--- src/rtl/dff_write_arbiter_pkg.sv ---
// Package dff_arb_pkg: shared definitions for the dff_write_arbiter slice.
//   state_t    - write sequencer states (IDLE -> GRANT -> COMMIT)
//   ptr_width  - number of bits needed to index NREQ requesters (minimum 1)
package dff_arb_pkg;

  typedef enum logic [1:0] {
    S_IDLE   = 2'd0,
    S_GRANT  = 2'd1,
    S_COMMIT = 2'd2
  } state_t;

  // Bits needed to hold an index in 0..n-1; a single requester still gets 1 bit.
  function automatic int ptr_width(input int n);
    int w;
    w = 1;
    while ((1 << w) < n) begin
      w = w + 1;
    end
    return w;
  endfunction

endpackage

--- src/rtl/dff_write_arbiter_if.sv ---
// Interface dff_write_arbiter_if: bundle between the requesting blocks and the
// shared-register arbiter.
//   req   NREQ        per-requester write request (level, held until ack)
//   data  NREQ*WIDTH  requester i's data in data[i*WIDTH +: WIDTH]
//   clr   1           synchronous clear request (level)
//   gnt   NREQ        one-hot grant
//   ack   NREQ        one-hot one-cycle write-done pulse
//   busy  1           a write sequence is in progress
//   Q     WIDTH       shared register value
//   Q_n   WIDTH       complement of the shared register value
// Modports: master = requester side, slave = arbiter side.
interface dff_write_arbiter_if #(
  parameter int NREQ  = 4,
  parameter int WIDTH = 8
);

  logic [NREQ-1:0]       req;
  logic [NREQ*WIDTH-1:0] data;
  logic                  clr;
  logic [NREQ-1:0]       gnt;
  logic [NREQ-1:0]       ack;
  logic                  busy;
  logic [WIDTH-1:0]      Q;
  logic [WIDTH-1:0]      Q_n;

  modport master (
    output req, data, clr,
    input  gnt, ack, busy, Q, Q_n
  );

  modport slave (
    input  req, data, clr,
    output gnt, ack, busy, Q, Q_n
  );

endinterface

--- src/rtl/dff_write_arbiter_rr_priority_pick.sv ---
// Module rr_priority_pick: combinational rotating priority encoder.
//   req  in   NREQ  request vector
//   ptr  in   PW    index with highest priority this round
//   any  out  1     at least one request is set
//   idx  out  PW    first set request scanning ptr, ptr+1, ... wrapping mod NREQ
module rr_priority_pick
  import dff_arb_pkg::*;
#(
  parameter int NREQ = 4,
  parameter int PW   = ptr_width(NREQ)
) (
  input  logic [NREQ-1:0] req,
  input  logic [PW-1:0]   ptr,
  output logic            any,
  output logic [PW-1:0]   idx
);

  logic [PW:0]   sum_s;
  logic [PW-1:0] cand_s;

  // Walk the offsets from ptr; the first hit (smallest offset) wins.
  always_comb begin
    any    = 1'b0;
    idx    = {PW{1'b0}};
    sum_s  = {(PW+1){1'b0}};
    cand_s = {PW{1'b0}};
    for (int off = 0; off < NREQ; off++) begin
      sum_s  = {1'b0, ptr} + (PW+1)'(off);
      // ptr < NREQ and off < NREQ, so one subtraction is enough to wrap.
      cand_s = (sum_s >= (PW+1)'(NREQ)) ? PW'(sum_s - (PW+1)'(NREQ)) : PW'(sum_s);
      idx    = (!any && req[cand_s]) ? cand_s : idx;
      any    = any | req[cand_s];
    end
  end

endmodule

--- src/rtl/dff_write_arbiter.sv ---
// Module dff_write_arbiter: round-robin arbiter owning one shared WIDTH-bit
// D-register with true (Q) and complement (Q_n) outputs. Each write runs
// IDLE -> GRANT -> COMMIT and returns a one-cycle ack to the winner.
//   CLK    in  clock, rising edge
//   RST_n  in  asynchronous active-low reset
//   bus    slave modport of dff_write_arbiter_if (req/data/clr in,
//          gnt/ack/busy/Q/Q_n out, all outputs registered)
module dff_write_arbiter
  import dff_arb_pkg::*;
#(
  parameter int NREQ  = 4,
  parameter int WIDTH = 8
) (
  input logic                CLK,
  input logic                RST_n,
  dff_write_arbiter_if.slave bus
);

  localparam int PW = ptr_width(NREQ);

  state_t           state_r;
  logic [PW-1:0]    ptr_r;
  logic [PW-1:0]    idx_r;
  logic [NREQ-1:0]  gnt_r;
  logic [NREQ-1:0]  ack_r;
  logic             busy_r;
  logic [WIDTH-1:0] q_r;
  logic [WIDTH-1:0] q_n_r;

  logic             pick_any_s;
  logic [PW-1:0]    pick_idx_s;
  logic [WIDTH-1:0] wr_data_s;
  logic [PW-1:0]    ptr_next_s;

  function automatic logic [NREQ-1:0] onehot(input logic [PW-1:0] i);
    return NREQ'(1'b1) << i;
  endfunction

  rr_priority_pick #(
    .NREQ (NREQ),
    .PW   (PW)
  ) u_pick (
    .req (bus.req),
    .ptr (ptr_r),
    .any (pick_any_s),
    .idx (pick_idx_s)
  );

  // Only the latched winner's data is ever written.
  assign wr_data_s  = bus.data[int'(idx_r)*WIDTH +: WIDTH];
  // After a completed write the requester just served drops to lowest priority.
  assign ptr_next_s = (idx_r == PW'(NREQ-1)) ? {PW{1'b0}} : idx_r + PW'(1'b1);

  assign bus.gnt  = gnt_r;
  assign bus.ack  = ack_r;
  assign bus.busy = busy_r;
  assign bus.Q    = q_r;
  assign bus.Q_n  = q_n_r;

  // Write sequencer, arbitration pointer and the shared Q/Q_n register.
  always_ff @(posedge CLK or negedge RST_n) begin
    if (!RST_n) begin
      state_r <= S_IDLE;
      ptr_r   <= {PW{1'b0}};
      idx_r   <= {PW{1'b0}};
      gnt_r   <= {NREQ{1'b0}};
      ack_r   <= {NREQ{1'b0}};
      busy_r  <= 1'b0;
      q_r     <= {WIDTH{1'b0}};
      q_n_r   <= {WIDTH{1'b1}};
    end else begin
      case (state_r)
        S_IDLE: begin
          ack_r <= {NREQ{1'b0}};
          if (bus.clr) begin
            // Clear wins over any pending request.
            q_r    <= {WIDTH{1'b0}};
            q_n_r  <= {WIDTH{1'b1}};
            gnt_r  <= {NREQ{1'b0}};
            busy_r <= 1'b0;
          end else if (pick_any_s) begin
            idx_r   <= pick_idx_s;
            gnt_r   <= onehot(pick_idx_s);
            busy_r  <= 1'b1;
            state_r <= S_GRANT;
          end else begin
            gnt_r  <= {NREQ{1'b0}};
            busy_r <= 1'b0;
          end
        end
        S_GRANT: begin
          gnt_r <= {NREQ{1'b0}};
          if (bus.req[idx_r]) begin
            q_r     <= wr_data_s;
            q_n_r   <= ~wr_data_s;
            ack_r   <= onehot(idx_r);
            state_r <= S_COMMIT;
          end else begin
            // Request withdrawn: abort without touching ptr or the register.
            ack_r   <= {NREQ{1'b0}};
            busy_r  <= 1'b0;
            state_r <= S_IDLE;
          end
        end
        S_COMMIT: begin
          ptr_r   <= ptr_next_s;
          gnt_r   <= {NREQ{1'b0}};
          ack_r   <= {NREQ{1'b0}};
          busy_r  <= 1'b0;
          state_r <= S_IDLE;
        end
        default: begin
          gnt_r   <= {NREQ{1'b0}};
          ack_r   <= {NREQ{1'b0}};
          busy_r  <= 1'b0;
          state_r <= S_IDLE;
        end
      endcase
    end
  end

endmodule

--- src/flat_wrapper.sv ---
// flat-port wrapper written by rule: the top's interface ports become plain ports
module dff_write_arbiter_flat import dff_arb_pkg::*;
#(
  parameter int NREQ  = 4,
  parameter int WIDTH = 8
)
  (CLK, RST_n, bus_req, bus_data, bus_clr, bus_gnt, bus_ack, bus_busy, bus_Q, bus_Q_n);
  dff_write_arbiter_if #(.NREQ(NREQ), .WIDTH(WIDTH)) bus_i ();
  input logic CLK;
  input logic RST_n;
  input wire logic [$bits(bus_i.req)-1:0] bus_req;
  input wire logic [$bits(bus_i.data)-1:0] bus_data;
  input wire logic [$bits(bus_i.clr)-1:0] bus_clr;
  output wire logic [$bits(bus_i.gnt)-1:0] bus_gnt;
  output wire logic [$bits(bus_i.ack)-1:0] bus_ack;
  output wire logic [$bits(bus_i.busy)-1:0] bus_busy;
  output wire logic [$bits(bus_i.Q)-1:0] bus_Q;
  output wire logic [$bits(bus_i.Q_n)-1:0] bus_Q_n;
  assign bus_i.req = bus_req;
  assign bus_i.data = bus_data;
  assign bus_i.clr = bus_clr;
  assign bus_gnt = bus_i.gnt;
  assign bus_ack = bus_i.ack;
  assign bus_busy = bus_i.busy;
  assign bus_Q = bus_i.Q;
  assign bus_Q_n = bus_i.Q_n;
  dff_write_arbiter #(.NREQ(NREQ), .WIDTH(WIDTH)) u_core (.CLK(CLK), .RST_n(RST_n), .bus(bus_i));
endmodule
--- config.mk ---
export PLATFORM = sky130hd
export DESIGN_NAME = dff_write_arbiter_flat
export DESIGN_NICKNAME = d
export VERILOG_FILES = /design/src/rtl/dff_write_arbiter_pkg.sv /design/src/rtl/dff_write_arbiter_if.sv /design/src/rtl/dff_write_arbiter_rr_priority_pick.sv /design/src/rtl/dff_write_arbiter.sv /design/src/flat_wrapper.sv
export SDC_FILE = /design/constraint.sdc
export NUM_CORES = 1
export LEC_CHECK = 0
export ABC_AREA = 1
export BUFFER_PORTS_ARGS = -buffer_cell sky130_fd_sc_hd__buf_2
export CAP_MARGIN = 30
export CORE_ASPECT_RATIO = 2
export CORE_MARGIN = 1
export CORE_UTILIZATION = 40
export DETAILED_ROUTE_END_ITERATION = 7
export GPL_TIMING_DRIVEN = 0
export HOLD_SLACK_MARGIN = 0.12
export RECOVER_POWER = 100
export SLEW_MARGIN = 30
export SYNTH_ARGS = -nofsm -noshare
export SYNTH_HDL_FRONTEND = slang
export SYNTH_HIERARCHICAL = 1
export SYNTH_SLANG_ARGS = --single-unit
export TNS_END_PERCENT = 10
--- constraint.sdc ---
create_clock -name CLK -period 1.5 [get_ports CLK]
set_input_delay 0.45 -clock CLK [delete_from_list [all_inputs] [get_ports CLK]]
set_output_delay 0.45 -clock CLK [all_outputs]
set_load 0.005 [all_outputs]
==> results of run 1 <==
cells by family (layout without fill, tap and decap cells):
| family | Yosys count | count (layout) | synth area share, % |
|---|---|---|---|
| buf+inv | 54 | 130 | 12.8 |
| flops | 31 | 31 | 37.9 |
| simple gates | 192 | 192 | 45.6 |
| compound gates | 5 | 5 | 1.33 |
| fa+ha+maj | 4 | 4 | 2.41 |
power groups by stage:
stage / clock network, mW / registers [mW] / logic (mW)
after floorplan: 0 / 1.46 / 2.35
after global placement: 0 / 1.45 / 3.14
after detailed placement: 0 / 1.46 / 3.17
after CTS: 0.873 / 1.45 / 3.45
after global routing: 0.904 / 1.48 / 3.80
final: 0.852 / 1.44 / 3.37
path summary, 6_finish.rpt:
check	from	end	cells past startpoint
setup / recovery	u_core/ptr_r[0]$_DFFE_PN0N_	u_core/bus.gnt[1]$_DFF_PN0_	11
hold / removal	RST_n	u_core/bus.gnt[0]$_DFF_PN0_	1
setup reg to reg	u_core/ptr_r[0]$_DFFE_PN0N_	u_core/bus.gnt[1]$_DFF_PN0_	11
hold reg to reg	u_core/bus.busy$_DFFE_PN0P_	u_core/bus.busy$_DFFE_PN0P_	2
max in group asynchronous	RST_n	u_core/ptr_r[1]$_DFFE_PN0N_	1
min in group CLK	u_core/bus.busy$_DFFE_PN0P_	u_core/bus.busy$_DFFE_PN0P_	2
state kept, by name, summed over array words and instances (netlist names):
signal,count
u_core/state_r,2
u_core/bus.gnt,4
u_core/bus.Q_n,8
u_core/bus.ack,4
u_core/ptr_r,2
u_core/bus.busy,1
u_core/idx_r,2
u_core/bus.Q,8
area by class of cell:
type                            instances  area (um^2)
Clock inverter                          2         35.0
Buffer                                 11         95.1
Clock buffer                            6         82.6
Inverter                               43          166
Timing Repair Buffer                   68          350
Fill cell                             522         2250
Tap cell                               57         71.3
Sequential cell                        31          787
Multi-Input combinational cell        201         1070
routing by layer:
metal | vias to the layer above | track usage, %
met1 | 902 | 19.6
met2 | 40 | 39.4
met4 | 0 | 9.96
li1 | 1009 | -
met3 | 11 | 2.78
met5 | - | 0
repair_timing:
action / 4_1_cts / 5_1_grt
cloned: 0 / 0
resized for setup: 19 / 5
endpoints found under the setup margin: 6 / 16
pin swaps: 7 / 2
buffers inserted: 5 / 0
worst max-delay path, stage by stage (launching register included):
cell	delay, ns
sky130_fd_sc_hd__dfrtp_1	0.41
sky130_fd_sc_hd__buf_6	0.15
sky130_fd_sc_hd__buf_6	0.13
sky130_fd_sc_hd__nand2_2	0.09
sky130_fd_sc_hd__nand3_1	0.09
sky130_fd_sc_hd__nand2_2	0.11
sky130_fd_sc_hd__inv_2	0.06
sky130_fd_sc_hd__nand3b_1	0.09
sky130_fd_sc_hd__nand3_2	0.08
sky130_fd_sc_hd__inv_2	0.11
sky130_fd_sc_hd__nand2_2	0.07
sky130_fd_sc_hd__nor2_1	0.09
cell usage in the layout, fill, tap and decap left out, drive strengths merged, types with 3 or more instances in the layout:
master    n
buf      67
nor2     12
clkbuf   18
o21ai     3
inv      43
nand3    40
dfrtp    23
ha        4
dfstp     8
nand2   137
stage by stage:
step | util [%] | setup WS, ns | hold WS [ns] | cell area, um^2 | std cells
global route | 54.1 | -0.132 | 0.277 | 2660 | 419
detailed placement | 50.2 | -0.114 | 0.474 | 2460 | 406
CTS | 54.4 | -0.0182 | 0.228 | 2670 | 419
floorplan | - | 0.0877 | 0.154 | 2080 | 286
finish | 54.1 | -0.0410 | 0.218 | 2660 | 419
global placement | 50.2 | -0.103 | 0.464 | 2460 | 406
==> metrics list, run 1 <==
- Ratio of final minimum period to clock period: 103%
- Clock tree synthesis inserted a total of 5 buffers.
* CP arrival: approximately 1.8 ns
- Clock-pin slew reported for the worst setup and hold paths after clock tree synthesis: about 0.07 ns
* Gr usage total: 20.6%
- Data required time of the worst path: about 1.7 ns
- Setup repair after global routing could not meet its margin everywhere.
- The initial antenna violation count was 0.
* Flip-flop and latch count after synthesis: 31
- Yosys printed 6 warnings.
- Signal routing reaches up to met4.
- The number of antenna diodes in the final layout is 0.
- Yosys attributes the largest share of cell area to sky130_fd_sc_hd__dfrtp_1 28%, sky130_fd_sc_hd__nand2_1 20%, sky130_fd_sc_hd__dfstp_2 10%, sky130_fd_sc_hd__nand3_1 8.4%, sky130_fd_sc_hd__inv_1 6.7%.
* Clock group share of total power: between 15 and 20%
- Cell with the most instances after synthesis: sky130_fd_sc_hd__nand2_1
* Max-Slew Margin vs Limit: about 50%
* Wirelength per Cell: between 10 and 15 um
- The setup path with the least slack is of type reg -> reg.
* Top-Level Pins: 64
- Number of buffers added on ports: 63
* Later-pin clock latency in the skew report: 0.28 ns
- Violations in the final reports: setup timing
- Depth of the CTS H-tree: 2
- Floorplan row count: 36
* Area growth from synthesis to final layout: 28.0%
* Final HPWL DP: ~4.0 mm
- Clock tree from TritonCTS: yes
* Wire length of the first global-routing pass: 8.42 mm
- Lkg Pwr: about 1.6 nW
* Crit path capture type: flip-flop
- For this run, the post-layout net count is 404.
- Worst hold-check path type: in -> async
* Final sum of negative setup slack: -0.179 ns
- In this run switching power makes up 45.2% of total power.
- The worst-case IR drop observed on VDD is 1.37 mV.
- Reported max-cap violation count: 0
- After technology mapping, the gate count stands at about 290.
- Summed over all layers, the routed wires come to ~5.1 mm.
- Final Max Slew Viols: 0
- The die is a little over 100 um tall.
- The internal power of the cells totals roughly 3.1 mW.
- Synth area leader: sky130_fd_sc_hd__dfrtp_1
- Via count of the first global-routing pass: slightly below 2000
- After layout, the minimum clock period comes to approximately 1.5 ns.
- The congestion estimate from routability-driven global placement came to 0.764.
- Among all flip-flop cells after synthesis, the most frequent one is sky130_fd_sc_hd__dfrtp_1.
* Area of the die: 5500 um^2
- Worst-case clock skew: 0.00197 ns
- Post-synthesis sequential area ratio: 37.9%
* Starting Density: a little over two fifths
* Total design power: 5.66 mW
* Power density of the placed cells: roughly 2100 nW/um^2
- Total routed wire length on the met1 layer: between 1.5 and 2 mm
- In this run the power spent charging and discharging nets is 2.56 mW.
- Clock Tree Buf Depth: 2
- Aggregate global routing overflow: 0
- Sequential cell fraction of total power: between 20% and 30%
- Final count of hold timing violations: 0
- Wire segments on met3 add up to 128 um in the final route.
- Smallest setup slack after layout: -0.0410 ns
* Total vias in the final route: between 1500 and 2000
- Average instance area after synthesis: between 7 and 8 um^2
- Detail Route Antenna Nets: 0
- CTS Sinks: 31
- When the netlist entered floorplanning its net count stood at around 330.
* Combinational Power Share: 59.5%
- Count of routing violations after the opening detailed-route iteration: 52
- Die extent in x: around 53 um
* Maximum number of pins on one net before global-route repair: 32
- Across all register-to-register paths, the minimum setup slack is -0.04 ns.
* Worst-margin pin slew: between 0.7 and 0.8 ns
- Async set-or-reset flop fraction in the synthesized netlist: between 90% and 100%
* Run status: finished with violations
- Area share of the leading cell type in the synthesized netlist: approximately 28%
- Number of enable-type register cells in the synthesized netlist: 0
* Finish-stage setup viols: 6
- Commonest cells in the netlist: 108 x sky130_fd_sc_hd__nand2_1, 37 x sky130_fd_sc_hd__inv_1, 35 x sky130_fd_sc_hd__nand3_1
* Library cells used by synthesis: 26
- Detailed routing placed a total of slightly below 3 mm of wire on met2.
- After floorplanning, the core was sized to cover 4910 um^2.
* CTS root buffer: sky130_fd_sc_hd__clkbuf_8
- Post-CTS Hold Fix Bufs: 0
- Of the cells placed in the final design, the portion with a size suffix greater than 1 is around two fifths.
- Dividing the detail-routed via count by the number of cells gives between 4 and 5.
- STA classifies the critical path startpoint as a flip-flop.
* Summed instance area of the synthesized netlist: approximately 2100 um^2
- Number of search-and-repair iterations in the first detailed-routing pass: 4
- Maximum achievable frequency: around 650 MHz
- Final routed DRC violation total: 0
- Largest fanout of any net on the critical path: 6
(Power assumes the default switching activity.)
==> run 2: changes to the inputs <==
CORE_UTILIZATION = 51   (was 40)
PLACE_DENSITY = 0.8   (was unset)
==> run 2 against run 1 <==
The run still ends with setup timing left; maximum frequency is 0.74% higher; setup slack better by 0.011 ns; core utilization is 14 points higher; critical path type unchanged; largest cell class unchanged.
==> metrics list, run 2 (same netlist as run 1, synthesis figures left out) <==
- The checks that failed: setup timing.
* Run status: finished with violations
- The fraction of the core area covered by cells at the end of the flow is 68.1% (+14 points).
- The number of nets in the layout came to 403 (-0.25%).
- The buffering stage count on the worst path with inverters included is 2 (-2).
- Via count of the first global-routing pass: 1806 (-6.2%)
- Maximum achievable frequency: 654 MHz (+0.74%)
- Later-pin clock latency in the skew report: 0.29 ns (about the same)
- The aggregate global routing overflow came to 0 (unchanged).
- Area of the die: 4340 um^2 (-21%)
- The first-pass GRT wire length came to 7.60 mm (-9.8%).
- CTS Sinks: 31 (unchanged)
- The number of nets with antenna violations after routing is 0 (unchanged).
- Routed wire length on met3: 179 um (+40%)
- Leaving out fill and tap cells, the most frequent cell in the layout is sky130_fd_sc_hd__nand2_1.
* Total vias in the final route: 2030 (+3.5%)
* Maximum number of pins on one net before global-route repair: 32 (unchanged)
- The share of power burned in the clock network is 16.8% (+1.7 points).
- The part of the total power dissipated in sequential elements came to 25.4% (about the same).
- Total routed wire length on the met1 layer: 1.73 mm (-6.7%)
- Crit path capture type: flip-flop
- Setup repair after global routing missed its margin: true
- Worst-path cell chain: buf_6 -> nand2_2 -> nand2_2 -> nand2_4 -> nand2_2 -> nor2_4 -> nand3b_1 -> nand3_2 -> inv_2 -> nand2_2 -> o21ai_1
- The path class of the tightest hold or removal check is in -> async.
- The DRC marker count from the first detailed-route iteration came to 57 (+9.6%).
* Number of buffers added on ports: 63 (unchanged)
- The number of detailed-route iterations in the first pass was 4 (unchanged).
- The number of vias per cell is 4.93 (+5.2%).
- Area growth from synthesis to final layout: 27.4%
- TritonCTS built the clock tree.
* Critical Path Max Stage Delay: 0.45 ns (+0.04 ns)
- The maximum VDD drop was 1.12 mV (-19%).
- The core footprint is 3880 um^2 (-21%).
- Ratio of final minimum period to clock period: 102% (-0.75 points)
- Top routing layer used: met4
- Path depth of the worst reg2reg path: 11 (unchanged)
* Gpl congestion: 0.858 (+12%)
* Commonest cells after routing, fill and taps aside: 106 x sky130_fd_sc_hd__nand2_1, 53 x sky130_fd_sc_hd__buf_2, 36 x sky130_fd_sc_hd__inv_1, 34 x sky130_fd_sc_hd__nand3_1, 21 x sky130_fd_sc_hd__dfrtp_1
* Source of the worst register-to-register timing path: u_core/ptr_r[0]$_DFFE_PN0N_
- Worst-margin pin slew: 0.719 ns (-0.0250 ns)
* Delay-heaviest family, CP: simple AND/OR/NAND/NOR gates
- Met2 wire len: 2.83 mm (-4.4%)
- Logic depth of the worst path, buffers included: 11 (unchanged)
* Smallest hold slack: 0.206 ns (-0.0126 ns)
* CTS root buffer: sky130_fd_sc_hd__clkbuf_8
- CP arrival: 1.70 ns (-0.05 ns)
- The final number of max-transition violations came to 0 (unchanged).
- Share of layout cells above drive strength 1: 36.0% (-2.9 points)
- The number of buffers on the longest clock path is 2 (unchanged).
- The worst slew margin relative to its limit was 52.1% (+1.7 points).
- End of the worst register-to-register path: u_core/idx_r[0]$_DFFE_PN0P_
* Clock-pin slew reported for the worst setup and hold paths after clock tree synthesis: 0.06 ns (about the same)
* Layout fillers: 343 (-34%)
- Number of antenna violations at the first check in global routing: 0 (unchanged)
- The worst-case register-to-register setup slack is -0.03 ns (about the same).
* Number of clock buffers inserted by TritonCTS: 5 (unchanged)
- Die span in y: 92.2 um (-11%)
- The routed wire length is 4.89 mm (-3.9%).
- Power density of the placed cells: 2180 nW/um^2 (+2.3%)
- Kind of critical path: reg -> reg
- The number of placed I/O pins is 64 (unchanged).
* Type of origin of the critical path: flip-flop
- The x dimension of the die is 47.1 um (-11%).
- The switching part of the total power was 44.6% (-0.57 points).
- In this design, the critical path's most frequently occurring cell is sky130_fd_sc_hd__nand2_2.
- Min Clock Period, post-route: 1.53 ns (-0.0113 ns)
- The total internal power came to 3.19 mW (+2.9%).
- Master of the slowest instance on the critical path: sky130_fd_sc_hd__dfrtp_2
* Smallest setup slack after layout: -0.0297 ns (+0.0113 ns)
- The number of rows created at floorplan was 32 (-11%).
* Antenna cell count: 0 (unchanged)
* Depth of the CTS H-tree: 2 (unchanged)
* Reported max-cap violation count: 0 (unchanged)
- The data required time of the worst path came to 1.67 ns (-0.04 ns).
* Final routed DRC violation total: 0 (unchanged)
- Final count of hold timing violations: 0 (unchanged)
* Largest fanout of any net on the critical path: 5 (-1)
* Wirelength per Cell: 11.9 um (-2.3%)
- Starting Density: 53.4% (+11 points)
* Finish-stage setup viols: 1 (-5)
* Combinational Power Share: 57.8% (-1.7 points)
* Gr usage total: 24.1% (+3.5 points)
* Post-CTS Hold Fix Bufs: 0 (unchanged)
- Worst-case clock skew: 0.00559 ns (+0.00362 ns)
- The total power consumption of the routed design is 5.76 mW (+1.8%).
* Net Switching: 2.57 mW (+0.55%)
* Lkg Pwr: 1.58 nW (-0.19%)
* Final HPWL DP: 3.71 mm (-7.2%)
[run 2: timing repair]
action	CTS	global route
gates cloned	1	0
pin swaps	5	10
setup buffers	2	1
gates resized for setup	6	12
setup endpoints to repair	5	13
[run 2: worst max-delay path by stage]
stage / startpoint / end
floorplan: u_core/ptr_r[0]$_DFFE_PN0N_ / u_core/idx_r[1]$_DFFE_PN0P_
global placement: bus_req[2] / u_core/idx_r[1]$_DFFE_PN0P_
detailed placement: bus_req[2] / u_core/idx_r[1]$_DFFE_PN0P_
CTS: u_core/ptr_r[0]$_DFFE_PN0N_ / u_core/idx_r[0]$_DFFE_PN0P_
global route: u_core/ptr_r[0]$_DFFE_PN0N_ / u_core/idx_r[0]$_DFFE_PN0P_
finish: u_core/ptr_r[0]$_DFFE_PN0N_ / u_core/idx_r[0]$_DFFE_PN0P_
[run 2: layout make-up]
cell class / count / area, um^2 / share of cell area (%)
clock buffers: 6 / 72.6 / 2.74
flip-flops and latches: 31 / 788 / 29.8
clock inverters: 2 / 60.1 / 2.27
well taps: 51 / 63.8 / 2.41
multi-input cells: 201 / 1060 / 40.1
plain buffers: 11 / 103 / 3.88
inverters: 43 / 169 / 6.39
repair buffers: 67 / 329 / 12.4
[run 2: per-layer routing]
| metal | up-vias | GRT usage [%] |
|---|---|---|
| li1 | 1013 | - |
| met2 | 63 | 43.4 |
| met3 | 12 | 3.54 |
| met5 | - | 0 |
| met1 | 942 | 24.6 |
| met4 | 0 | 11.9 |
[run 2: power groups by stage]
stage,Combinational (mW),Sequential (mW),Clock [mW]
floorplan,2.35,1.46,0
global placement,3.06,1.45,0
detailed placement,3.13,1.46,0
CTS,3.27,1.46,0.977
global route,3.72,1.50,1.02
finish,3.33,1.46,0.968
[run 2: metrics by stage]
| step | TNS (ns) | instances | setup slack [ns] | instance area (um^2) |
|---|---|---|---|---|
| floorplan | 0 | 286 | 0.0877 | 2080 |
| global placement | -0.283 | 400 | -0.0915 | 2450 |
| detailed placement | -0.375 | 400 | -0.104 | 2450 |
| CTS | -0.0186 | 411 | -0.0108 | 2620 |
| global route | -0.682 | 412 | -0.105 | 2650 |
| finish | -0.0297 | 412 | -0.0297 | 2650 |
==> run 3: changes to the inputs <==
CORE_UTILIZATION = 55   (was 51)
PLACE_DENSITY = 0.85   (was 0.8)
clock period = 1.9 ns   (was 1.5 ns; I/O delays follow)
==> run 3 against run 2 <==
The flow now finishes without violations; critical path depth down 3; cell count shrank 1.5%; design area down 5.4%; first-iteration DRC count down 39%; die area decreased by 7.0%; combinational power decreased by 26%; worst hold slack better by 0.14 ns; clock skew shrank 0.0011 ns; register-to-register slack improved by 0.27 ns; global-route usage up 3.6 points; clock power fell by 50%; non-clock buffer count shrank 4; critical path type unchanged; critical endpoint is now u_core/bus.Q_n[3]$_DFFE_PN1P_; largest cell class unchanged; highest routed layer unchanged.
==> metrics list, run 3 (same netlist as run 1, synthesis figures left out) <==
* Share of layout cells above drive strength 1: 31.4% (-4.6 points)
* Smallest hold slack: 0.347 ns (+0.141 ns)
- The number of post-CTS setup repair buffers is 0 (-2).
- Power density of the placed cells: 1630 nW/um^2 (-25%)
* Die extent in x: 45.4 um (-3.5%)
- Crit path capture type: flip-flop
- The area of the die was 4040 um^2 (-7.0%).
* Clock-pin slew reported for the worst setup and hold paths after clock tree synthesis: 0.06 ns (about the same)
- Antenna cell count: 0 (unchanged)
- The height of the die is 88.9 um (-3.6%).
- Wirelength per Cell: 12.4 um (+4.3%)
* CP arrival: 1.88 ns (+0.18 ns)
- Path depth of the worst reg2reg path: 8 (-3)
* Wire length of the first global-routing pass: 8.18 mm (+7.6%)
- The clock insertion delay at the later pin of the skew report came to 0.27 ns (-0.02 ns).
* Layout fillers: 331 (-3.5%)
- The via count of the first global-routing pass is 1966 (+8.9%).
- The worst-case register-to-register setup slack came to 0.24 ns (+0.27 ns).
* Area growth from synthesis to final layout: 20.5%
* Drt total wl: 5.02 mm (+2.7%)
- The clock skew after layout came to 0.00454 ns (-0.00106 ns).
- Reported max-cap violation count: 0 (unchanged)
* Final routed DRC violation total: 0 (unchanged)
* Ratio of final minimum period to clock period: 87.5% (-14 points)
- Setup repair after global routing left no endpoint under its margin.
- The number of nets with antenna violations after routing was 0 (unchanged).
- Clock tree from TritonCTS: yes
- The data required time of the worst path came to 2.12 ns (+0.45 ns).
* CTS root buffer: sky130_fd_sc_hd__clkbuf_8
* Average via count per standard cell: 4.87 (-1.1%)
* Type of origin of the critical path: flip-flop
- Gr usage total: 27.7% (+3.6 points)
- Clock Tree Buf Depth: 2 (unchanged)
* Aggregate global routing overflow: 0 (unchanged)
- The static leakage power was 1.50 nW (-5.0%).
* Worst-margin pin slew: 0.737 ns (+0.0181 ns)
- Commonest cells after routing, fill and taps aside: 110 x sky130_fd_sc_hd__nand2_1, 50 x sky130_fd_sc_hd__buf_2, 38 x sky130_fd_sc_hd__inv_1, 35 x sky130_fd_sc_hd__nand3_1, 23 x sky130_fd_sc_hd__dfrtp_1
* Top-Level Pins: 64 (unchanged)
- Source of the worst register-to-register timing path: u_core/idx_r[0]$_DFFE_PN0P_
- The initial antenna violation count came to 0 (unchanged).
- Number of search-and-repair iterations in the first detailed-routing pass: 4 (unchanged)
* Floorplan row count: 31 (-3.1%)
- The highest achievable clock rate is 601 MHz (-8.0%).
- Kind of critical path: reg -> reg
- The run finished with clean final reports.
* Post-CTS Hold Fix Bufs: 0 (unchanged)
* Final Max Slew Viols: 0 (unchanged)
* Maximum resistive drop on vdd: 1.01 mV (-9.6%)
- The final-report hold violation count came to 0 (unchanged).
- Number of clock buffers inserted by TritonCTS: 5 (unchanged)
- Most common cell after layout, fill and taps aside: sky130_fd_sc_hd__nand2_1
- The accumulated negative setup slack was 0 ns (+0.0297 ns).
* Number of buffers added on ports: 63 (unchanged)
* Final HPWL DP: 3.95 mm (+6.3%)
* Depth of the CTS H-tree: 2 (unchanged)
- Worst hold-check path type: in -> async
* End of the worst register-to-register path: u_core/bus.Q_n[3]$_DFFE_PN1P_
- Largest fanout of any net on the critical path: 10 (+5)
- Count of routing violations after the opening detailed-route iteration: 35 (-39%)
* Gates resized, CTS repair: 0 (-6)
* Maximum number of pins on one net before global-route repair: 32 (unchanged)
- The minimum clock period after layout is 1.66 ns (+0.133 ns).
* Total vias in the final route: 1979 (-2.5%)
- The worst slew margin relative to its limit is 50.9% (-1.2 points).
- Starting Density: 57.5% (+4.1 points)
* Finish-stage setup viols: 0 (-1)
* Core area: 3610 um^2 (-7.1%)
- Gpl congestion: 0.822 (-4.1%)
- The number of nets in the layout came to 399 (-0.99%).
- The number of sinks handled by clock tree synthesis is 31 (unchanged).
-- run 3: final cells by class --
type                            count  area (um^2)  share of cell area [%]
Multi-Input combinational cell    201         1020                    40.7
Clock buffer                        7         76.3                    3.05
Inverter                           43          161                    6.45
Tap cell                           49         61.3                    2.45
Timing Repair Buffer               63          298                    11.9
Buffer                             11         95.1                    3.80
Sequential cell                    31          786                    31.4
Clock inverter                      1         5.00                   0.200
-- run 3: metrics by stage --
stage | cells | cell area (um^2) | utilization, % | power [mW] | worst slack (ns)
2_1_floorplan | 286 | 2080 | - | 3.01 | 0.440
3_3_place_gp | 398 | 2450 | 68.0 | 3.56 | 0.207
3_5_place_dp | 398 | 2450 | 68.0 | 3.67 | 0.175
4_1_cts | 406 | 2530 | 70.2 | 4.18 | 0.289
5_1_grt | 406 | 2500 | 69.3 | 4.46 | 0.0916
6_report | 406 | 2500 | 69.3 | 4.08 | 0.237
-- run 3: how the worst max path moves through the flow --
stage,slack [ns],startpoint,endpoint,depth (start not counted)
floorplan,0.44,bus_req[3],u_core/idx_r[1]$_DFFE_PN0P_,10
global placement,0.21,bus_req[2],u_core/idx_r[1]$_DFFE_PN0P_,11
detailed placement,0.18,bus_req[2],u_core/idx_r[0]$_DFFE_PN0P_,11
CTS,0.29,u_core/ptr_r[0]$_DFFE_PN0N_,u_core/bus.gnt[2]$_DFF_PN0_,9
global route,0.09,u_core/idx_r[0]$_DFFE_PN0P_,u_core/bus.Q_n[3]$_DFFE_PN1P_,8
finish,0.24,u_core/idx_r[0]$_DFFE_PN0P_,u_core/bus.Q_n[3]$_DFFE_PN1P_,8
-- run 3: metal layers --
metal | global-route usage [%] | up-vias | wire length [um]
met5 | 0 | - | 0
met4 | 14.9 | 0 | 83
met3 | 3.06 | 9 | 194
met2 | 52.3 | 58 | 3040
met1 | 27.3 | 913 | 1700
li1 | - | 999 | -
-- run 3: report_power, final --
group	switching (mW)	internal, mW	total, mW
clock network	0.226	0.256	0.482
registers	0.160	0.978	1.14
logic	1.56	0.904	2.46
total	1.94	2.14	4.08
-- run 3: critical path: stages, from the launching register on --
cell and delay [ns]:
sky130_fd_sc_hd__dfrtp_1 0.43, sky130_fd_sc_hd__clkbuf_1 0.34, sky130_fd_sc_hd__nand2_1 0.12, sky130_fd_sc_hd__nand3_2 0.08
sky130_fd_sc_hd__nand2_1 0.08, sky130_fd_sc_hd__nand2_4 0.11, sky130_fd_sc_hd__clkbuf_2 0.24, sky130_fd_sc_hd__nand3_1 0.12
sky130_fd_sc_hd__nand2_1 0.09
